### config.mk
export PLATFORM = sky130hd
export DESIGN_NAME = spi_req_arbiter_flat
export DESIGN_NICKNAME = d
export VERILOG_FILES = /design/src/rtl/spi_arb_pkg.sv /design/src/rtl/spi_req_arbiter_if.sv /design/src/rtl/spi_req_arbiter_rr_picker.sv /design/src/rtl/spi_req_arbiter.sv /design/src/flat_wrapper.sv
export SDC_FILE = /design/constraint.sdc
export NUM_CORES = 1
export LEC_CHECK = 0
export CAP_MARGIN = 20
export CORE_ASPECT_RATIO = 0.6
export CORE_UTILIZATION = 45
export DETAILED_ROUTE_END_ITERATION = 16
export DONT_BUFFER_PORTS = 1
export MAX_ROUTING_LAYER = met4
export PLACE_DENSITY_LB_ADDON = 0.25
export SYNTH_ARGS = -nofsm -noshare
export SYNTH_HDL_FRONTEND = slang
export SYNTH_SLANG_ARGS = --single-unit
### constraint.sdc
create_clock -name clk -period 2.8 [get_ports clk]
set_input_delay 0.56 -clock clk [delete_from_list [all_inputs] [get_ports clk]]
set_output_delay 0.56 -clock clk [all_outputs]
set_load 0.01 [all_outputs]
### src/rtl/spi_arb_pkg.sv
// Shared types and default constants for the SPI request arbiter.
package spi_arb_pkg;

    localparam int DEF_DATA_W      = 12;
    localparam int DEF_GAP_CYC     = 2;
    localparam int DEF_TIMEOUT_CYC = 512;

    typedef enum logic [2:0] {
        IDLE       = 3'd0,
        LAUNCH     = 3'd1,
        WAIT_START = 3'd2,
        WAIT_END   = 3'd3,
        GAP        = 3'd4
    } spi_arb_state_t;

endpackage

### src/rtl/spi_req_arbiter_if.sv
// Bundle between requesters, the arbiter and the SPI master.
// master modport is the arbiter's view; slave is the surrounding environment.
interface spi_req_arbiter_if #(
    parameter int NUM_REQ = 4,
    parameter int DATA_W  = spi_arb_pkg::DEF_DATA_W
);
    logic [NUM_REQ-1:0]        req;
    logic [NUM_REQ*DATA_W-1:0] req_data;
    logic [NUM_REQ-1:0]        gnt;
    logic [NUM_REQ-1:0]        done;
    logic                      spi_newd;
    logic [DATA_W-1:0]         spi_din;
    logic                      spi_cs;
    logic                      busy;
    logic                      err;

    modport master (
        input  req, req_data, spi_cs,
        output gnt, done, spi_newd, spi_din, busy, err
    );

    modport slave (
        output req, req_data, spi_cs,
        input  gnt, done, spi_newd, spi_din, busy, err
    );
endinterface

### src/rtl/spi_req_arbiter_rr_picker.sv
// Combinational round-robin select: first set request at or after ptr, wrapping.
module rr_picker #(
    parameter int NUM_REQ = 4,
    parameter int PTR_W   = 2
) (
    input  logic [NUM_REQ-1:0] req,
    input  logic [PTR_W-1:0]   ptr,
    output logic [NUM_REQ-1:0] win,
    output logic [PTR_W-1:0]   win_idx,
    output logic               valid
);
    localparam logic [PTR_W-1:0] LAST_IDX = PTR_W'(NUM_REQ - 1);

    always_comb begin
        logic [PTR_W-1:0] idx;
        win     = '0;
        win_idx = '0;
        valid   = 1'b0;
        idx     = ptr;
        for (int i = 0; i < NUM_REQ; i++) begin
            if (!valid && req[idx]) begin
                valid   = 1'b1;
                win_idx = idx;
            end
            idx = (idx == LAST_IDX) ? '0 : idx + PTR_W'(1);
        end
        win[win_idx] = valid;
    end
endmodule

### src/rtl/spi_req_arbiter.sv
// Round-robin sequencer sharing one SPI master between NUM_REQ requesters.
// Define SPI_ARB_TIMEOUT_EN to build the cs watchdog and the err pulse.
module spi_req_arbiter
    import spi_arb_pkg::*;
#(
    parameter int NUM_REQ     = 4,
    parameter int DATA_W      = DEF_DATA_W,
    parameter int GAP_CYC     = DEF_GAP_CYC,
    parameter int TIMEOUT_CYC = DEF_TIMEOUT_CYC
) (
    input logic               clk,
    input logic               rst,
    spi_req_arbiter_if.master bus
);
    localparam int PTR_W = (NUM_REQ > 2) ? $clog2(NUM_REQ) : 1;
    localparam logic [PTR_W-1:0] LAST_IDX = PTR_W'(NUM_REQ - 1);
    localparam int GAP_W = (GAP_CYC > 2) ? $clog2(GAP_CYC) : 1;
    localparam logic [GAP_W-1:0] GAP_LAST = GAP_W'((GAP_CYC > 0) ? GAP_CYC - 1 : 0);

    spi_arb_state_t     state;
    logic [PTR_W-1:0]   ptr, cur_idx, nxt_ptr, pick_idx;
    logic [NUM_REQ-1:0] pick_win, gnt_q, done_q;
    logic               pick_vld, newd_q, busy_q, xfer_end, timeout_hit;
    logic [DATA_W-1:0]  din_q;
    logic [GAP_W-1:0]   gap_cnt;

    rr_picker #(.NUM_REQ(NUM_REQ), .PTR_W(PTR_W)) u_pick (
        .req     (bus.req),
        .ptr     (ptr),
        .win     (pick_win),
        .win_idx (pick_idx),
        .valid   (pick_vld)
    );

    assign nxt_ptr  = (cur_idx == LAST_IDX) ? '0 : cur_idx + PTR_W'(1);
    // A transfer ends on the cs rising edge or, when built in, on watchdog expiry.
    assign xfer_end = timeout_hit || (state == WAIT_END && bus.spi_cs);

`ifdef SPI_ARB_TIMEOUT_EN
    localparam int WDT_W = $clog2(TIMEOUT_CYC + 1);
    logic [WDT_W-1:0] wdt;
    logic             err_q;

    assign timeout_hit = (state == WAIT_START || state == WAIT_END) &&
                         (wdt == WDT_W'(TIMEOUT_CYC - 1));

    always_ff @(posedge clk) begin
        if (!rst) begin
            wdt   <= '0;
            err_q <= 1'b0;
        end else begin
            err_q <= timeout_hit;
            if (state == WAIT_START || state == WAIT_END) wdt <= wdt + WDT_W'(1);
            else                                          wdt <= '0;
        end
    end

    assign bus.err = err_q;
`else
    assign timeout_hit = 1'b0;
    assign bus.err     = 1'b0;
`endif

    always_ff @(posedge clk) begin
        if (!rst) begin
            state   <= IDLE;
            ptr     <= '0;
            cur_idx <= '0;
            gnt_q   <= '0;
            done_q  <= '0;
            newd_q  <= 1'b0;
            din_q   <= '0;
            busy_q  <= 1'b0;
            gap_cnt <= '0;
        end else begin
            newd_q <= 1'b0;
            done_q <= '0;
            if (xfer_end) begin
                done_q  <= gnt_q;
                gnt_q   <= '0;
                ptr     <= nxt_ptr;
                gap_cnt <= '0;
                if (GAP_CYC == 0) begin
                    state  <= IDLE;
                    busy_q <= 1'b0;
                end else begin
                    state <= GAP;
                end
            end else begin
                case (state)
                    IDLE: if (pick_vld) begin
                        gnt_q   <= pick_win;
                        cur_idx <= pick_idx;
                        din_q   <= bus.req_data[int'(pick_idx)*DATA_W +: DATA_W];
                        newd_q  <= 1'b1;
                        busy_q  <= 1'b1;
                        state   <= LAUNCH;
                    end
                    LAUNCH:     state <= WAIT_START;
                    WAIT_START: if (!bus.spi_cs) state <= WAIT_END;
                    WAIT_END:   begin end
                    // Requests arriving here stay pending on req and are picked up in IDLE.
                    GAP: begin
                        if (gap_cnt == GAP_LAST) begin
                            state  <= IDLE;
                            busy_q <= 1'b0;
                        end else begin
                            gap_cnt <= gap_cnt + GAP_W'(1);
                        end
                    end
                    default: begin
                        state  <= IDLE;
                        gnt_q  <= '0;
                        busy_q <= 1'b0;
                    end
                endcase
            end
        end
    end

    assign bus.gnt      = gnt_q;
    assign bus.done     = done_q;
    assign bus.spi_newd = newd_q;
    assign bus.spi_din  = din_q;
    assign bus.busy     = busy_q;
endmodule
### src/flat_wrapper.sv
// flat-port wrapper written by rule: the top's interface ports become plain ports
module spi_req_arbiter_flat import spi_arb_pkg::*;
#(
    parameter int NUM_REQ     = 4,
    parameter int DATA_W      = DEF_DATA_W,
    parameter int GAP_CYC     = DEF_GAP_CYC,
    parameter int TIMEOUT_CYC = DEF_TIMEOUT_CYC
)
  (clk, rst, bus_req, bus_req_data, bus_spi_cs, bus_gnt, bus_done, bus_spi_newd, bus_spi_din, bus_busy, bus_err);
  spi_req_arbiter_if #(.NUM_REQ(NUM_REQ), .DATA_W(DATA_W)) bus_i ();
  input logic clk;
  input logic rst;
  input wire logic [$bits(bus_i.req)-1:0] bus_req;
  input wire logic [$bits(bus_i.req_data)-1:0] bus_req_data;
  input wire logic [$bits(bus_i.spi_cs)-1:0] bus_spi_cs;
  output wire logic [$bits(bus_i.gnt)-1:0] bus_gnt;
  output wire logic [$bits(bus_i.done)-1:0] bus_done;
  output wire logic [$bits(bus_i.spi_newd)-1:0] bus_spi_newd;
  output wire logic [$bits(bus_i.spi_din)-1:0] bus_spi_din;
  output wire logic [$bits(bus_i.busy)-1:0] bus_busy;
  output wire logic [$bits(bus_i.err)-1:0] bus_err;
  assign bus_i.req = bus_req;
  assign bus_i.req_data = bus_req_data;
  assign bus_i.spi_cs = bus_spi_cs;
  assign bus_gnt = bus_i.gnt;
  assign bus_done = bus_i.done;
  assign bus_spi_newd = bus_i.spi_newd;
  assign bus_spi_din = bus_i.spi_din;
  assign bus_busy = bus_i.busy;
  assign bus_err = bus_i.err;
  spi_req_arbiter #(.NUM_REQ(NUM_REQ), .DATA_W(DATA_W), .GAP_CYC(GAP_CYC), .TIMEOUT_CYC(TIMEOUT_CYC)) u_core (.clk(clk), .rst(rst), .bus(bus_i));
endmodule
==> results of run 1 <==
==> report_power, final <==
group / switching [uW] / internal (uW) / total, uW
clock network: 151 / 198 / 349
registers: 74.7 / 493 / 567
logic: 193 / 161 / 354
total: 419 / 851 / 1270
==> state kept, by name, summed over array words and instances (netlist names) <==
name                 flops
u_core.ptr               2
u_core.bus.done          4
u_core.bus.spi_din      12
u_core.state             3
u_core.bus.busy          1
u_core.bus.gnt           4
u_core.gap_cnt           1
u_core.cur_idx           2
u_core.bus.spi_newd      1
==> Yosys cell counts (2+ instances only) <==
library cell | instances | area share (%)
nand3_1 | 16 | 4.3
o21a_1 | 3 | 1.2
or3b_1 | 3 | 1.4
o31ai_1 | 4 | 1.6
nor3_1 | 4 | 1.1
dfxtp_1 | 30 | 32
a31oi_1 | 3 | 1.0
ha_1 | 2 | 1.3
mux4_2 | 2 | 2.4
or3_1 | 2 | 0.67
buf_2 | 3 | 0.80
o21ai_1 | 4 | 1.1
nand2_1 | 13 | 2.6
o221ai_2 | 10 | 8.0
nor2_1 | 8 | 1.6
buf_6 | 2 | 1.2
a21oi_1 | 11 | 2.9
o221ai_1 | 3 | 1.4
clkbuf_1 | 8 | 1.6
and3_1 | 5 | 1.7
mux2i_1 | 24 | 13
o21ai_0 | 4 | 1.1
mux2_2 | 2 | 1.2
inv_1 | 8 | 1.6
nand3b_1 | 2 | 0.80
buf_4 | 5 | 2.0
o21bai_1 | 2 | 0.80
==> cells by family after synthesis <==
kind of cell             count (synthesis)
XOR/XNOR                                 1
buffers and inverters                   27
flip-flops                              30
multiplexers                            28
adder cells (fa/ha/maj)                  2
other                                    1
AO/OA/AOI/OAI                           55
AND/OR/NAND/NOR                         60
==> layout make-up <==
cell class                      instances  area (um2)  area share [%]
Clock inverter                          1        5.00           0.248
Inverter                                9        33.8            1.67
Sequential cell                        30         601            29.8
Timing Repair Buffer                    9        96.3            4.77
Tap cell                               47        58.8            2.91
Multi-Input combinational cell        147        1140            56.4
Clock buffer                            7        86.3            4.28
==> per-stage QoR <==
step	utilization, %	worst slack (ns)
after floorplan	-	0.183
after global placement	50.2	0.238
after detailed placement	50.2	0.161
after CTS	52.6	0.139
after global routing	52.7	0.00960
final	52.7	0.145
==> cell usage in the layout (no fill, tap or decap), types with 2 or more instances in the layout <==
cell type,netlist,final
dfxtp_1,30,30
mux2i_1,24,24
nand3_1,16,16
nand2_1,13,13
a21oi_1,11,11
o221ai_2,10,10
inv_1,8,8
nor2_1,8,8
clkbuf_8,0,6
buf_4,5,6
and3_1,5,5
nor3_1,4,4
o31ai_1,4,4
o21ai_1,4,4
o21ai_0,4,4
o21a_1,3,3
a31oi_1,3,3
o221ai_1,3,3
or3b_1,3,3
mux4_2,2,2
o21bai_1,2,2
nand3b_1,2,2
mux2_2,2,2
or3_1,2,2
ha_1,2,2
buf_12,0,2
==> worst paths after layout <==
kind                                    start  slack [ns]                              to
setup reg to reg   u_core.ptr[0]$_SDFFE_PN0P_        0.15  u_core.bus.gnt[3]$_SDFFE_PP0P_
hold reg to reg   u_core.gap_cnt$_SDFFE_PP0N_        0.47     u_core.gap_cnt$_SDFFE_PP0N_
hold / removal                            rst        0.41    u_core.bus.busy$_SDFFE_PN0P_
setup / recovery   u_core.ptr[0]$_SDFFE_PN0P_        0.15  u_core.bus.gnt[3]$_SDFFE_PP0P_
==> routing by layer <==
layer  wire length (um)  up-vias  share of wire, %
met3                407        2               9.6
met1               1950      745                46
li1                   -      758                 -
met2               1890       59                44
met4                  8        0              0.19
met5                  0        -                 0
==> timing repair <==
item | CTS | global route
setup endpoints to repair | 0 | 2
setup buffers | 0 | 0
gates resized for setup | 0 | 1
==> critical path, stage by stage, from the launching register on <==
cell and delay [ns]:
dfxtp_1 0.32, ha_1 0.33, mux4_2 0.59, o31ai_1 0.28, a22oi_1 0.16, o211ai_4 0.25, buf_12 0.18, or3b_1 0.35
a21oi_1 0.14
==> impl_metrics.tcl, run 1 <==
set metrics [dict create \
    n_antenna_cell 0 \
    syn_area_um2 1870 \
    grt_util_all_layers_pct 20.0 \
    fin_area_um2 2020 \
    initial_core_util_pct 48.8 \
    synthMuxAreaShare_pct 16.5 \
    core_um2 3830 \
    hold_violations 0 \
    clk_pin_slew_ns 0.06 \
    fillers 337 \
    grt_pass1_vias 1391 \
    synth_xor_area_share_pct 0.469 \
    use_met3_pct 7.14 \
    cts_hold_buf 0 \
    dp_hpwl_mm 3.21 \
    fmax_mhz 377 \
    rsz0062_at_grt "no" \
    arrival_ns 2.86 \
    synth_edf_count 0 \
    layout_min_cycle_time_ns 2.65 \
    r2r_cells 8 \
    avgViaCountPerCell 6.26 \
    dieArea_um2 4420 \
    crit_path_max_fanout 13 \
    area_growth_syn_to_layout_pct 8.04 \
    cts_made_buffers 5 \
    ys_seq_area_share_pct 32.2 \
    max_slew_margin_pct 62.5 \
    tns_ns 0 \
    synth_compound_area_share_pct 24.5 \
    dieWidth_um 85.2 \
    vias 1564 \
    crit_type "reg -> reg" \
    gr-total-overflow 0 \
    root_buffer "clkbuf_8" \
    synth_area_per_cell_um2 9.16 \
    io_buffers 0 \
    synth_warnings 0 \
    grt_max_degree 22 \
    cts_sinks 30 \
    grt_pass1_wl_mm 6.59 \
    wire_per_inst_um 17.0 \
    crit_path_end_kind "register" \
    nets 259 \
    synth_adder_area_share_pct 1.34 \
    p_per_area_nw_per_um2 629 \
    drt-total-wl_mm 4.26 \
    synth_cell_types 48 \
    insertion_delay_ns 0.27 \
    drive_gt1_share_pct 17.2 \
    finalMaxSlewViolations 0 \
    worst_ep_required_time_ns 3.01 \
    top_usage_layer "met2" \
    h-tree-depth 2 \
    ys_ff_latch 30 \
    synthCells 204 \
    ios 78 \
    setup_viol 0 \
    synth-simple-area-share_pct 17.4 \
    synth_top_family_by_area "compound AO/OA/AOI/OAI gates" \
    instances_no_fill 250 \
    synth_nets 261 \
    post-route-period-util_pct 94.8 \
    holdPathStages 1 \
    gp_congestion 0.878 \
    max-vdd-ir-drop_mv 0.375 \
    drtIter0Drc 117 \
    grt_use_met1_pct 26.6 \
    dr.pass1.iters 4 \
    p_leak_uw 0.000739 \
    clockBufferDepth 2 \
    antenna_left 0 \
    timing.hold.ws_ns 0.412 \
    power_uw 1270 \
    cts_tree "built" \
    post_dp_cell_area_um2 1920 \
    rows 17 \
    maxCapViolations 0 \
    die_y_um 51.9 \
    hold_path.class "in -> reg" \
    skew_ns 0.00431 \
    synth_flop_cell "dfxtp_1" \
    status "finished, final reports clean" \
    drc_errors 0 \
    placed_cells 242 \
    cp-start-kind "register" \
    grt_use_met2_pct 29.4 \
    async_reset_ff_share_pct 0 \
    worst_pin_slew_ns 0.557 \
    antenna_found_initial 0 \
]
No activity file was read; power rests on OpenSTA's default activity.
==> run 2: changes to the inputs <==
--- a/config.mk
+++ b/config.mk
@@ -5,11 +5,13 @@
 export SDC_FILE = /design/constraint.sdc
 export NUM_CORES = 1
 export LEC_CHECK = 0
+export ABC_AREA = 1
 export CAP_MARGIN = 20
 export CORE_ASPECT_RATIO = 0.6
 export CORE_UTILIZATION = 45
 export DETAILED_ROUTE_END_ITERATION = 16
 export DONT_BUFFER_PORTS = 1
+export HOLD_SLACK_MARGIN = 0.05
 export MAX_ROUTING_LAYER = met4
 export PLACE_DENSITY_LB_ADDON = 0.25
 export SYNTH_ARGS = -nofsm -noshare
==> impl_metrics.tcl, run 2 <==
set metrics [dict create \
    drive_gt1_share_pct 13.7 \
    post-route-period-util_pct 89.9 \
    ios 78 \
    cp-start-kind "register" \
    synth_nets 344 \
    grt_pass1_wl_mm 7.11 \
    p_leak_uw 0.000913 \
    crit_path_max_fanout 26 \
    ys_seq_area_share_pct 31.1 \
    h-tree-depth 2 \
    grt_pass1_vias 1475 \
    dieWidth_um 86.5 \
    cts_tree "built" \
    cts_sinks 30 \
    tns_ns 0 \
    drtIter0Drc 132 \
    mostFrequentLayoutCell "nand3_1" \
    largest_reg_flops 12 \
    n_antenna_cell 0 \
    dieArea_um2 4560 \
    crit_path_end_kind "register" \
    dr.pass1.iters 4 \
    worst_pin_slew_ns 0.511 \
    antenna_found_initial 0 \
    syn_area_um2 1930 \
    worst_ep_required_time_ns 2.97 \
    insertion_delay_ns 0.28 \
    status "finished, final reports clean" \
    avgViaCountPerCell 5.22 \
    skew_ns 0.00569 \
    arrival_ns 2.69 \
    post-synth-top-area-fraction_pct 31.1 \
    synthCells 287 \
    yosysMostFrequentCell "nand3_1" \
    io_buffers 0 \
    clk_pin_slew_ns 0.07 \
    area_growth_syn_to_layout_pct 4.15 \
    setup_slack_ns 0.283 \
    hold_path.class "in -> reg" \
    synth_area_per_cell_um2 6.72 \
    gp_congestion 0.896 \
    timing.hold.ws_ns 0.423 \
    mostFrequentLayoutCells "65 x nand3_1, 51 x nand2_1, 40 x nor2_1" \
    yosys-top-cells-count "65 x nand3_1, 51 x nand2_1, 40 x nor2_1" \
    final_util_pct 49.0 \
    drt-total-wl_mm 4.73 \
    fillers 451 \
    antenna_left 0 \
    max_slew_margin_pct 65.9 \
    layout_min_cycle_time_ns 2.52 \
    cts_made_buffers 5 \
    synth_cell_types 25 \
    wire_per_inst_um 13.7 \
    nets 341 \
    clockBufferDepth 2 \
    gr-total-overflow 0 \
    finalMaxSlewViolations 0 \
    maxCapViolations 0 \
    dp_slack_ns 0.236 \
    fmax_mhz 397 \
    vias 1800 \
    drc_errors 0 \
    rows 18 \
    p_per_area_nw_per_um2 719 \
    cts_hold_buf 0 \
    core_um2 4100 \
    synth_warnings 0 \
    die_y_um 52.7 \
    synth_edf_count 0 \
    async_reset_ff_share_pct 0 \
    grt_max_degree 30 \
    root_buffer "clkbuf_8" \
    synth_flop_cell "dfxtp_1" \
    max-vdd-ir-drop_mv 0.306 \
    rsz0062_at_grt "no" \
    yosys.area.top_type "dfxtp_1" \
    initial_core_util_pct 47.0 \
    dp_hpwl_mm 3.50 \
    setup_viol 0 \
    hold_violations 0 \
    grt_util_all_layers_pct 21.6 \
    crit_type "reg -> reg" \
    synthTopCellsByArea "dfxtp_1 31%, nand3_1 17%, nand2_1 9.9%, nor2_1 7.8%, nand3_2 7.3%" \
    ys_ff_latch 30 \
]
==> run 2: cell count changes in the layout (fill, tap and decap cells not counted), moves of 10 or more <==
| cell | before | now |
|---|---|---|
| nand3_1 | 16 | 65 |
| nand2_1 | 13 | 51 |
| nor2_1 | 8 | 40 |
| mux2i_1 | 24 | 0 |
| inv_1 | 8 | 27 |
| nand3_2 | 0 | 14 |
| o221ai_2 | 10 | 0 |
==> run 2: power breakdown <==
part           switching, uW  leakage (uW)  internal [uW]
Combinational            327      0.000619            157
Clock                    173     0.0000472            197
Sequential              86.9      0.000247            503
==> run 2: area by class of cell <==
cell class / count / area [um2] / area share [%]
inverter: 29 / 109 / 5.42
multi-input combinational: 215 / 1110 / 55.1
clock buffer: 6 / 82.6 / 4.11
clock inverter: 2 / 12.5 / 0.623
sequential: 30 / 601 / 29.9
tap: 60 / 75.1 / 3.74
timing repair buffer: 3 / 22.5 / 1.12
==> run 2: path summary, 6_finish.rpt <==
path                                        end  cells after the start  slack (ns)                         from
max          u_core.bus.spi_din[2]$_SDFFE_PN0P_                     12        0.28   u_core.ptr[0]$_SDFFE_PN0P_
min              u_core.cur_idx[0]$_SDFFE_PN0P_                      2        0.42                          rst
max reg2reg  u_core.bus.spi_din[2]$_SDFFE_PN0P_                     12        0.28   u_core.ptr[0]$_SDFFE_PN0P_
min reg2reg         u_core.gap_cnt$_SDFFE_PP0N_                      2        0.49  u_core.gap_cnt$_SDFFE_PP0N_
==> run 2: critical path: stages, from the launching register on <==
cell	delay [ns]
dfxtp_1	0.39
ha_1	0.40
inv_1	0.12
nand2_1	0.14
nand2_1	0.10
nand2_1	0.07
nand2_1	0.08
nand3_1	0.12
nand3_2	0.42
nand3_1	0.26
nand3_1	0.14
nor2_1	0.12
nor2_1	0.04
==> run 2: stage by stage <==
stage	cells	cell area (um2)	power, uW
floorplan	287	1930	1020
global placement	336	1900	1070
detailed placement	336	1900	1070
CTS	344	2000	1440
global route	345	2010	1560
finish	345	2010	1440
==> run 2: kinds of logic after synthesis <==
| group | count (synthesis) | synth area share, % |
|---|---|---|
| buffers and inverters | 43 | 12.1 |
| adder cells (fa/ha/maj) | 2 | 1.30 |
| flip-flops | 30 | 31.1 |
| AND/OR/NAND/NOR | 183 | 46.9 |
| AO/OA/AOI/OAI | 28 | 8.44 |
| other | 1 | 0.194 |
==> run 2: repair_timing <==
item,4_1_cts,5_1_grt
buffers inserted,0,0
gates resized for setup,0,1
endpoints found under the setup margin,0,7
==> run 2: routing by layer <==
| layer | vias to the layer above | GRT usage [%] | wire length (um) |
|---|---|---|---|
| li1 | 937 | - | - |
| met1 | 799 | 31.7 | 2450 |
| met2 | 62 | 29.0 | 1930 |
| met3 | 2 | 6.14 | 329 |
| met4 | 0 | 3.33 | 18 |
| met5 | - | - | 0 |
